### config.mk
export PLATFORM = sky130hd
export DESIGN_NAME = serial_pattern_gen
export DESIGN_NICKNAME = d
export VERILOG_FILES = /design/src/rtl/serial_pattern_gen.sv
export SDC_FILE = /design/constraint.sdc
export NUM_CORES = 1
export LEC_CHECK = 0
export CORE_UTILIZATION = 53
export DETAILED_ROUTE_END_ITERATION = 10
export PLACE_DENSITY = 0.8
export SETUP_SLACK_MARGIN = 0.5
export SLEW_MARGIN = 0
export SYNTH_ARGS = -nofsm -noshare
export SYNTH_HDL_FRONTEND = slang
export SYNTH_SLANG_ARGS = --single-unit
### constraint.sdc
create_clock -name clk -period 2.9 [get_ports clk]
set_input_delay 0.58 -clock clk [delete_from_list [all_inputs] [get_ports clk]]
set_output_delay 0.58 -clock clk [all_outputs]
set_load 0.02 [all_outputs]
### src/rtl/serial_pattern_gen.sv
// serial_pattern_gen: parallel-in, serial-out stimulus transmitter.
// Takes a word over a valid/ready handshake and shifts it out MSB-first on
// `out`. Each bit is held for HOLD clocks. The block also keeps a saturating
// count of every 1->0 transition it puts on `out`.
//
// Handshake: a word transfers on the rising edge where in_valid && in_ready.
// in_ready is high only in IDLE. in_data/in_len are sampled only on that edge.
// In other states in_valid is ignored, and nothing is queued.
module serial_pattern_gen #(
  parameter int WIDTH = 8,
  parameter int HOLD  = 2,
  parameter int CNTW  = 8,
  parameter int LENW  = $clog2(WIDTH) + 1
) (
  input  logic             clk,
  input  logic             rst,
  input  logic             in_valid,
  output logic             in_ready,
  input  logic [WIDTH-1:0] in_data,
  input  logic [LENW-1:0]  in_len,
  input  logic             clr_cnt,
  output logic             out,
  output logic [1:0]       state,
  output logic             done,
  output logic [CNTW-1:0]  fall_cnt
);

  localparam logic [1:0] S_IDLE = 2'b00;
  localparam logic [1:0] S_SEND = 2'b01;
  localparam logic [1:0] S_DONE = 2'b10;

  localparam int              HW      = (HOLD > 1) ? $clog2(HOLD) : 1;
  localparam logic [HW-1:0]   HOLD_M1 = HW'(HOLD - 1);
  localparam logic [LENW-1:0] WIDTH_L = LENW'(WIDTH);

  logic [1:0]       state_q, state_d;
  logic [WIDTH-1:0] shift_q, shift_d;
  logic [LENW-1:0]  bits_q,  bits_d;   // bits still to send after the current one
  logic [HW-1:0]    hold_q,  hold_d;   // remaining extra cycles for the current bit
  logic             out_q,   out_d;
  logic [CNTW-1:0]  fall_q,  fall_d;

  logic [LENW-1:0]  len_eff;
  logic [WIDTH-1:0] aligned;

  // Effective length: 0 or an oversize length means a full-width word.
  // The word is left-aligned, so its first bit always sits in the MSB of the shifter.
  always_comb begin
    len_eff = ((in_len == '0) || (in_len > WIDTH_L)) ? WIDTH_L : in_len;
    aligned = in_data << (WIDTH_L - len_eff);
  end

  // Next-state logic for the FSM, the shifter, the bit and hold counters, and the serial bit
  always_comb begin
    state_d = state_q;
    shift_d = shift_q;
    bits_d  = bits_q;
    hold_d  = hold_q;
    out_d   = 1'b0;
    case (state_q)
      S_IDLE: begin
        if (in_valid) begin
          state_d = S_SEND;
          shift_d = aligned;
          bits_d  = len_eff - LENW'(1);
          hold_d  = HOLD_M1;
          out_d   = aligned[WIDTH-1];
        end
      end
      S_SEND: begin
        if (hold_q != '0) begin
          hold_d = hold_q - HW'(1);
          out_d  = out_q;
        end else if (bits_q == '0) begin
          state_d = S_DONE;
          out_d   = 1'b0;
        end else begin
          shift_d = shift_q << 1;
          bits_d  = bits_q - LENW'(1);
          hold_d  = HOLD_M1;
          out_d   = shift_q[WIDTH-2];
        end
      end
      S_DONE: begin
        state_d = S_IDLE;
      end
      default: begin
        // Encoding 11 is unreachable. Recover to a clean IDLE.
        state_d = S_IDLE;
        shift_d = '0;
        bits_d  = '0;
        hold_d  = '0;
      end
    endcase
  end

  // Falling-edge counter: a clear wins over an increment, and the count saturates at all-ones
  always_comb begin
    fall_d = fall_q;
    if (clr_cnt) begin
      fall_d = '0;
    end else if (out_q && !out_d && (fall_q != {CNTW{1'b1}})) begin
      fall_d = fall_q + CNTW'(1);
    end
  end

  // State registers with asynchronous reset
  always_ff @(posedge clk or posedge rst) begin
    if (rst) begin
      state_q <= S_IDLE;
      shift_q <= '0;
      bits_q  <= '0;
      hold_q  <= '0;
      out_q   <= 1'b0;
      fall_q  <= '0;
    end else begin
      state_q <= state_d;
      shift_q <= shift_d;
      bits_q  <= bits_d;
      hold_q  <= hold_d;
      out_q   <= out_d;
      fall_q  <= fall_d;
    end
  end

  assign out      = out_q;
  assign state    = state_q;
  assign in_ready = (state_q == S_IDLE);
  assign done     = (state_q == S_DONE);
  assign fall_cnt = fall_q;

endmodule

==> metrics.yaml, run 1 <==
floorplan:
  dieArea_um2: 3439
  die_h_um: 58.64
  num_rows: 20
  initial_core_util: 0.5570
  die_x_um: 58.64
  core_area_um2: 3053
  pin_count: 29
placement:
  dp_slack_ps: -582.7
  place_congestion: 0.9214
  port_buffers: 28
  dp_cells: 267
  place_hpwl_mm: 3.325
cells_and_area:
  drive_gt1_frac: 0.2532
  area_delta_synth_final_pct: 39.07
  final_nets: 257
  finalNonFillerCells: 281
  post-route-util: 0.7746
  diodes: 0
timing:
  tightest_slew_ps: 882.3
  tns_ps: 0
  fmax_mhz: 376.9
  fin_crit_ps: 2653
  setup_viol_count_final: 0
  timing.final.ws_setup_ps: 246.6
  slew_headroom: 0.4112
  rsz0062_at_grt: "true"
  slew_violations: 0
  finClkSkew_ps: 7.716
  hold_viol_final: 0
  post-route-period-util: 0.9150
global_route:
  antenna_found_initial: 0
  grt_max_degree: 24
  grt_use_total: 0.2819
  grt_pass1_vias: 1625
  grt_pass1_wl_mm: 7.327
  gr-total-overflow: 0
synthesis:
  syn_area_per_cell_um2: 9.142
  synth_ff_type: "dfrtp_1"
  ys_warn_count: 0
  syn_area_um2: 1700
  ys_types: 50
  yosysSeqAreaShare: 0.3385
  synthArstFlopShare: 1.000
  synth_nets: 205
  netlist_instances: 186
  ys_seq_elements: 23
  synth_edf_count: 0
worst_setup_path:
  slowest_stage: "or4_1"
  cp-start-kind: "input pin"
  cp_common_cell: "buf_6"
  crit_fanout: 4
  cp_data_arrival_time_ps: 2900
  worst-path-buf-inv: 5
  path_class: "input pin to register"
  crit_chain: "buf_6, nor2b_4, inv_4, ha_4, buf_6, mux2i_1, nor4b_2, buf_4, a2111oi_4, a311oi_4, buf_12, or4_1, a21oi_1"
  path_delay_family: "simple AND/OR/NAND/NOR gates"
  worst_path_largest_cell_delay_ps: 490
  critPathCaptureType: "register"
  cp.required_ps: 3150
clock_tree:
  cts_buffers: 3
  cts_hold_buffers: 0
  cts.sinks: 23
  cts_tree: "yes"
  clock_path_buffers: 2
  h-tree-depth: 1
  clkTransAtPathRegs_ps: 140
  clk_latency_ps: 320
  ctsRootBufferMaster: "clkbuf_4"
route:
  avgViaCountPerCell: 5.989
  dr.pass1.iters: 4
  drt_wl_total_mm: 4.709
  dr_total_vias: 1683
  drc: 0
  wire_per_inst_um: 16.76
  drt_iter0_markers: 66
  ant_nets: 0
outcome:
  status: "finished, final reports clean"
hold_path:
  hold_path.class: "register to register"
power:
  powerDensity_nw_per_um2: 658.3
  peakVddDrop_mv: 0.5540
  p_leak_nw: 0.9593
flow_run:
  cap_violations: 0
[per-stage QoR]
step | total power [mW] | hold slack [ps] | cell area, um2
CTS | 1.532 | 521.7 | 2326
global placement | 1.290 | 468.8 | 2168
detailed placement | 1.328 | 489.5 | 2168
floorplan | 1.066 | 455.9 | 1745
global route | 1.652 | 568.2 | 2365
finish | 1.557 | 521.3 | 2365
[cell families after synthesis]
logic type / Yosys count / synth area share
buf+inv: 18 / 0.05077
fa+ha+maj: 3 / 0.02208
flops: 23 / 0.3385
compound gates: 54 / 0.2259
mux: 18 / 0.1221
xor+xnor: 2 / 0.01472
simple gates: 68 / 0.2259
[worst min-delay path, delay by kind of cell, from the launching register on]
kind / cells / cell delay [ps]
compound gates: 1 / 70
simple gates: 1 / 50
flops: 1 / 370
[cell usage in the layout (no fill, tap or decap), types with 3 or more instances in the layout]
cell              n
mux2_1            3
nor2b_1          10
a21oi_1           9
clkdlybuf4s50_1  24
nand3_1           4
a32oi_1           5
mux2i_1           8
buf_4            27
inv_1             5
o21ai_1          10
or3_1             3
nor3_1            5
nor2_1           13
nand2_1          13
nand2b_1          5
o221ai_1          3
a22oi_1           3
clkbuf_4          3
o21ai_0           7
mux2_4            4
dfrtp_1          22
[cell usage after synthesis, drive strengths merged (2+ instances only)]
master  instances  share of area
nand2b          6          0.022
nor4            3          0.020
a22oi           4          0.018
mux2            9          0.062
clkbuf          7          0.015
ha              3          0.022
mux2i           8          0.047
nor2           14          0.031
a22o            2          0.010
buf             5          0.022
a32oi           5          0.026
dfrtp          23           0.34
xor2            2          0.015
nor3            6          0.018
nand3           4          0.012
o221ai          3          0.015
nor2b          11          0.040
o21ai          17          0.050
nand2          13          0.029
nor4b           2          0.019
inv             6          0.013
a21oi          10          0.029
o21a            2         0.0088
or3             3          0.011
[path summary, 6_finish.rpt]
path,startpoint,to,slack (ps),depth (start not counted)
min in group asynchronous,rst,out$_DFF_PP0_,730,2
max in group asynchronous,rst,state[0]$_DFFE_PP0P_,1570,2
max reg2reg,bits_q[2]$_DFFE_PP0P_,fall_cnt[7]$_DFFE_PP0P_,550,6
min reg2reg,shift_q[1]$_DFFE_PP0P_,shift_q[1]$_DFFE_PP0P_,520,2
max,in_len[0],fall_cnt[4]$_DFFE_PP0P_,250,13
min,shift_q[1]$_DFFE_PP0P_,shift_q[1]$_DFFE_PP0P_,520,2
[routing by layer]
metal,track usage,share of wire,vias up
met1,0.3544,0.43,819
met3,0.04176,0.047,11
met2,0.4778,0.51,57
li1,-,-,796
met5,0,0,-
met4,0.1327,0.020,0
[area by class of cell]
cell class                      count  area, um2
Clock buffer                        3      22.52
Clock inverter                      1      7.507
Fill cell                         219      688.2
Inverter                            6      25.02
Multi-Input combinational cell    146       1144
Sequential cell                    23      576.8
Tap cell                           44      55.05
Timing Repair Buffer               58      534.3
[power by group]
part           internal, mW  total [mW]  switching (mW)
Combinational         0.396       0.867           0.471
Sequential            0.417       0.531           0.115
Clock                0.0528       0.158           0.106
Total                 0.865        1.56           0.691
[state kept, by name, indices dropped and copies added (netlist names)]
name	cells
out	1
shift_q	7
bits_q	4
hold_q	1
state	2
fall_cnt	8
[what timing repair did]
action                     in CTS  in global routing
setup endpoints to repair      14                  9
pin swaps                       5                  5
setup buffers                   6                  3
gates resized for setup        27                  6
cloned                          1                  0
Note: power is estimated with default switching activity, not from simulation.
==> run 2, diff against run 1 <==
Settings changed: RECOVER_POWER set to 25.
==> metrics.yaml, run 2 (synthesis results as in run 1) <==
outcome:
  status: "finished, final reports clean"  # unchanged
floorplan:
  initial_core_util: 0.5570  # unchanged
  die_x_um: 58.64  # unchanged
  dieArea_um2: 3439  # unchanged
  die_h_um: 58.64  # unchanged
  pin_count: 29  # unchanged
  num_rows: 20  # unchanged
  core_area_um2: 3053  # unchanged
hold_path:
  holdPathStages: 2  # unchanged
  hold_path.class: "register to register"  # unchanged
  hold_path_startpoint: "shift_q[1]$_DFFE_PP0P_"  # unchanged
  hold_end: "shift_q[1]$_DFFE_PP0P_"  # unchanged
worst_setup_path:
  path_class: "input pin to register"  # unchanged
  r2r_cells: 6  # unchanged
  cp.required_ps: 3150  # about the same
  reg2reg_to: "fall_cnt[7]$_DFFE_PP0P_"  # unchanged
  crit_fanout: 4  # unchanged
  cp_data_arrival_time_ps: 2900  # about the same
  critPathCaptureType: "register"  # unchanged
  cp-start-kind: "input pin"  # unchanged
  cp-startpoint: "in_len[0]"  # unchanged
  rr_startpoint: "bits_q[2]$_DFFE_PP0P_"  # unchanged
  r2r_setup_slack_ps: 550  # about the same
cells_and_area:
  layout_common_cells: "buf_4, dfrtp_1, clkdlybuf4s50_1"  # was buf_4, clkdlybuf4s50_1, dfrtp_1
  largest_register_ffs: 8  # unchanged
  final_common_cell: "buf_4"  # unchanged
  diodes: 0  # unchanged
  drive_gt1_frac: 0.2489  # was 0.2532
  finalNonFillerCells: 281  # unchanged
  final_nets: 257  # unchanged
  area_delta_synth_final_pct: 39.00  # was 39.07%
timing:
  finClkSkew_ps: 7.718  # was 7.716 ps
  fin_crit_ps: 2653  # unchanged
  setup_viol_count_final: 0  # unchanged
  timing.final.ws_setup_ps: 246.6  # unchanged
  fmax_mhz: 376.9  # unchanged
  hold_viol_final: 0  # unchanged
  tightest_slew_ps: 882.5  # was 882.3 ps
  slew_headroom: 0.4110  # was 0.4112
  rsz0062_at_grt: "true"  # unchanged
  timing.hold.ws_ps: 521.3  # about the same
  slew_violations: 0  # unchanged
  post-route-period-util: 0.9150  # unchanged
power:
  clkPwrFrac: 0.102  # about the same
  p_sw_frac: 0.4448  # was 0.4442
  p_int_uw: 863.3  # was 865.2 uW
  seq_power_share: 0.341  # about the same
  combPwrFrac: 0.557  # about the same
  peakVddDrop_mv: 0.5536  # was 0.5540 mV
  power.total_mw: 1.555  # was 1.557 mW
  powerDensity_nw_per_um2: 657.8  # was 658.3 nW/um2
  p_switching_uw: 691.5  # about the same
  p_leak_nw: 0.9603  # was 0.9593 nW
global_route:
  grt_pass1_wl_mm: 7.327  # unchanged
  top_usage_layer: "met2"  # unchanged
  use_met3: 0.04176  # unchanged
  grt_use_total: 0.2819  # unchanged
  antenna_found_initial: 0  # unchanged
  grt_util_met1: 0.3544  # unchanged
  gr-total-overflow: 0  # unchanged
  grt_pass1_vias: 1625  # unchanged
  met2_usage: 0.4778  # unchanged
  grt_max_degree: 24  # unchanged
clock_tree:
  h-tree-depth: 1  # unchanged
  ctsRootBufferMaster: "clkbuf_4"  # unchanged
  cts_buffers: 3  # unchanged
  clk_latency_ps: 320  # about the same
  cts.sinks: 23  # unchanged
  clock_path_buffers: 2  # unchanged
  cts_tree: "yes"  # unchanged
  clkTransAtPathRegs_ps: 140  # about the same
route:
  drt_wl_total_mm: 4.709  # unchanged
  drc: 0  # unchanged
  dr.pass1.iters: 4  # unchanged
  avgViaCountPerCell: 5.989  # unchanged
  ant_nets: 0  # unchanged
  wire_per_inst_um: 16.76  # unchanged
  dr_total_vias: 1683  # unchanged
  drt_iter0_markers: 66  # unchanged
flow_run:
  cap_violations: 0  # unchanged
placement:
  port_buffers: 28  # unchanged
  dp_slack_ps: -582.7  # unchanged
  dp_cells: 267  # unchanged
  place_congestion: 0.9214  # unchanged
  place_hpwl_mm: 3.325  # unchanged
-- run 2: cell types whose count changed in the layout (fill, tap and decap cells not counted), sizes merged --
| cell | previous run | this run |
|---|---|---|
| dlygate4sd3 | 0 | 1 |
| clkdlybuf4s50 | 24 | 23 |
-- run 2: worst max-delay path by stage --
stage / end / slack, ps / depth (start not counted)
after floorplan: fall_cnt[3]$_DFFE_PP0P_ / -140 / 13
after detailed placement: fall_cnt[5]$_DFFE_PP0P_ / -580 / 12
after global placement: fall_cnt[5]$_DFFE_PP0P_ / -470 / 11
after CTS: fall_cnt[5]$_DFFE_PP0P_ / 280 / 11
final: fall_cnt[4]$_DFFE_PP0P_ / 250 / 13
after global routing: fall_cnt[3]$_DFFE_PP0P_ / 170 / 13
-- run 2: power by group through the flow --
stage | clock (mW) | sequential [mW] | combinational, mW
global placement | 0 | 0.522 | 0.768
floorplan | 0 | 0.510 | 0.556
finish | 0.158 | 0.530 | 0.867
CTS | 0.162 | 0.526 | 0.845
global route | 0.171 | 0.544 | 0.935
detailed placement | 0 | 0.531 | 0.797
-- run 2: cell type report --
type                       count  area, um2
timing repair buffer          58      534.3
fill                         220      689.4
clock buffer                   3      22.52
sequential                    23      575.6
clock inverter                 1      7.507
inverter                       6      25.02
multi-input combinational    146       1144
tap                           44      55.05
-- run 2: repair_timing --
action / in CTS / in global routing
endpoints found under the setup margin: 14 / 9
hold buffers: 0 / 0
resized for setup: 27 / 6
pin swaps: 5 / 5
setup buffers: 6 / 3
cloned: 1 / 0
-- run 2: worst max-delay path, stage by stage --
cell       delay (ps)
buf_6              90
nor2b_4           130
inv_4              50
ha_4              180
buf_6             120
mux2i_1           220
nor4b_2            70
buf_4             140
a2111oi_4         410
a311oi_4           90
buf_12            180
or4_1             490
a21oi_1           150
-- run 2: through the flow --
| step | utilization | area (um2) | setup TNS (ps) |
|---|---|---|---|
| 6_report | 0.7742 | 2364 | 0 |
| 2_1_floorplan | - | 1745 | -455.7 |
| 3_3_place_gp | 0.7102 | 2168 | -3150 |
| 3_5_place_dp | 0.7102 | 2168 | -3838 |
| 5_1_grt | 0.7742 | 2364 | 0 |
| 4_1_cts | 0.7619 | 2326 | 0 |
-- run 2: layer usage --
metal / share of wire / up-vias
met4: 0.020 / 0
met1: 0.43 / 819
met3: 0.047 / 11
met2: 0.51 / 57
met5: 0 / -
li1: - / 796
==> run 3, diff against run 2 <==
Settings changed: SETUP_SLACK_MARGIN 0.5 to not set.
==> metrics.yaml, run 3 (synthesis results as in run 1) <==
global_route:
  gr-total-overflow: 0  # unchanged
  grt_pass1_vias: 1626  # was 1,625
  antenna_found_initial: 0  # unchanged
  grt_max_degree: 24  # unchanged
  grt_use_total: 0.2755  # was 0.2819
  grt_pass1_wl_mm: 7.348  # was 7.327 mm
route:
  dr.pass1.iters: 4  # unchanged
  drt_wl_total_mm: 4.517  # was 4.709 mm
  ant_nets: 0  # unchanged
  avgViaCountPerCell: 6.112  # was 5.989
  wire_per_inst_um: 16.31  # was 16.76 um
  drc: 0  # unchanged
  dr_total_vias: 1693  # was 1,683
  drt_iter0_markers: 99  # was 66
cells_and_area:
  final_common_cell: "buf_4"  # unchanged
  diodes: 0  # unchanged
  drive_gt1_frac: 0.1974  # was 0.2489
  final_nets: 253  # was 257
  finalNonFillerCells: 277  # was 281
  layout_common_cells: "buf_4, clkdlybuf4s50_1, dfrtp_1"  # was buf_4, dfrtp_1, clkdlybuf4s50_1
  largest_register_ffs: 8  # unchanged
  area_delta_synth_final_pct: 33.55  # was 39.00%
  post-route-util: 0.7439  # was 0.7742
  fill_cells: 241  # was 220
worst_setup_path:
  cp-startpoint: "in_len[3]"  # was in_len[0]
  cp-start-kind: "input pin"  # unchanged
  slowest_stage: "mux2_2"  # was or4_1
  critPathCaptureType: "register"  # unchanged
  cp.required_ps: 3120  # was 3150 ps
  path_class: "input pin to register"  # unchanged
  cp_common_cell: "buf_4"  # was buf_6
  cp_data_arrival_time_ps: 3040  # was 2900 ps
  worst_path_largest_cell_delay_ps: 340  # was 490 ps
  crit_chain: "dlygate4sd2_1, nand2b_4, ha_4, buf_4, buf_4, mux2_2, a22oi_2, a311oi_4, buf_4, nor4_4, mux2_4"  # was buf_6, nor2b_4, inv_4, ha_4, buf_6, mux2i_1, nor4b_2, buf_4, a2111oi_4, a311oi_4, buf_12, or4_1, a21oi_1
  crit_fanout: 4  # unchanged
  rr_startpoint: "bits_q[2]$_DFFE_PP0P_"  # unchanged
timing:
  fmax_mhz: 354.1  # was 376.9 MHz
  post-route-period-util: 0.9739  # was 0.9150
  hold_viol_final: 0  # unchanged
  tns_ps: 0  # unchanged
  rsz0062_at_grt: "true"  # unchanged
  slew_headroom: 0.4198  # was 0.4110
  tightest_slew_ps: 869.4  # was 882.5 ps
  finClkSkew_ps: 7.291  # was 7.718 ps
  slew_violations: 0  # unchanged
  setup_viol_count_final: 0  # unchanged
  fin_crit_ps: 2824  # was 2653 ps
floorplan:
  core_area_um2: 3053  # unchanged
  die_h_um: 58.64  # unchanged
  dieArea_um2: 3439  # unchanged
  pin_count: 29  # unchanged
  die_x_um: 58.64  # unchanged
  initial_core_util: 0.5570  # unchanged
  num_rows: 20  # unchanged
clock_tree:
  clk_latency_ps: 320  # about the same
  cts_buffers: 3  # unchanged
  clkTransAtPathRegs_ps: 130  # was 140 ps
  ctsRootBufferMaster: "clkbuf_4"  # unchanged
  clock_path_buffers: 2  # unchanged
  h-tree-depth: 1  # unchanged
  cts.sinks: 23  # unchanged
  cts_tree: "yes"  # unchanged
placement:
  place_congestion: 0.9259  # was 0.9214
  port_buffers: 28  # unchanged
  dp_cells: 265  # was 267
  place_hpwl_mm: 3.267  # was 3.325 mm
power:
  peakVddDrop_mv: 0.6994  # was 0.5536 mV
  powerDensity_nw_per_um2: 662.7  # was 657.8 nW/um2
  p_leak_nw: 0.9269  # was 0.9603 nW
hold_path:
  hold_path_startpoint: "shift_q[2]$_DFFE_PP0P_"  # was shift_q[1]$_DFFE_PP0P_
  hold_path.class: "register to register"  # unchanged
outcome:
  status: "finished, final reports clean"  # unchanged
flow_run:
  cap_violations: 0  # unchanged
run 3: repair_timing:
action                     in CTS  in global routing
cloned                          1                  0
setup endpoints to repair       8                  2
hold buffers                    0                  0
resized for setup              11                  0
pin swaps                       4                  2
buffers inserted                7                  0
run 3: path summary, 6_finish.rpt:
| kind | depth (start not counted) | slack (ps) | to |
|---|---|---|---|
| min in group asynchronous | 2 | 860 | fall_cnt[5]$_DFFE_PP0P_ |
| min | 2 | 520 | shift_q[2]$_DFFE_PP0P_ |
| max in group asynchronous | 2 | 1500 | shift_q[5]$_DFFE_PP0P_ |
| max | 11 | 80 | fall_cnt[5]$_DFFE_PP0P_ |
| min reg2reg | 2 | 520 | shift_q[2]$_DFFE_PP0P_ |
| max reg2reg | 6 | 570 | fall_cnt[7]$_DFFE_PP0P_ |
run 3: cell type report:
type,instances,area [um2],share of cell area
well taps,44,55.05,0.02424
clock inverters,1,5.005,0.002204
repair buffers,54,467.9,0.2061
flip-flops and latches,23,575.6,0.2534
clock buffers,3,22.52,0.009917
inverters,6,25.02,0.01102
multi-input cells,146,1120,0.4931
run 3: critical path, delay by kind of cell:
kind | cells | cell delay, ps
AO/OA/AOI/OAI | 2 | 430
adder cells (fa/ha/maj) | 1 | 170
buffers and inverters | 4 | 730
multiplexers | 2 | 670
AND/OR/NAND/NOR | 2 | 450
run 3: power by group:
part | internal (mW) | total [mW] | switching [mW] | leakage, nW
Combinational | 0.367 | 0.826 | 0.459 | 0.609
Clock | 0.0516 | 0.152 | 0.100 | 0.0177
Sequential | 0.415 | 0.527 | 0.112 | 0.300
run 3: metrics by stage:
| stage | setup WS (ps) | power (mW) | hold WS, ps | area (um2) |
|---|---|---|---|---|
| floorplan | -144.0 | 1.066 | 455.9 | 1745 |
| global placement | -483.3 | 1.284 | 469.5 | 2141 |
| detailed placement | -597.0 | 1.316 | 492.4 | 2141 |
| CTS | 67.54 | 1.507 | 523.6 | 2275 |
| global route | -6.680 | 1.615 | 547.5 | 2271 |
| finish | 75.73 | 1.505 | 517.9 | 2271 |
run 3: metal layers:
layer	vias to the layer above	routed length (um)	global-route usage
li1	795	-	-
met1	825	1919	0.3732
met2	67	2297	0.4762
met3	6	262	0.02637
met4	0	38	0.06803
met5	-	0	0
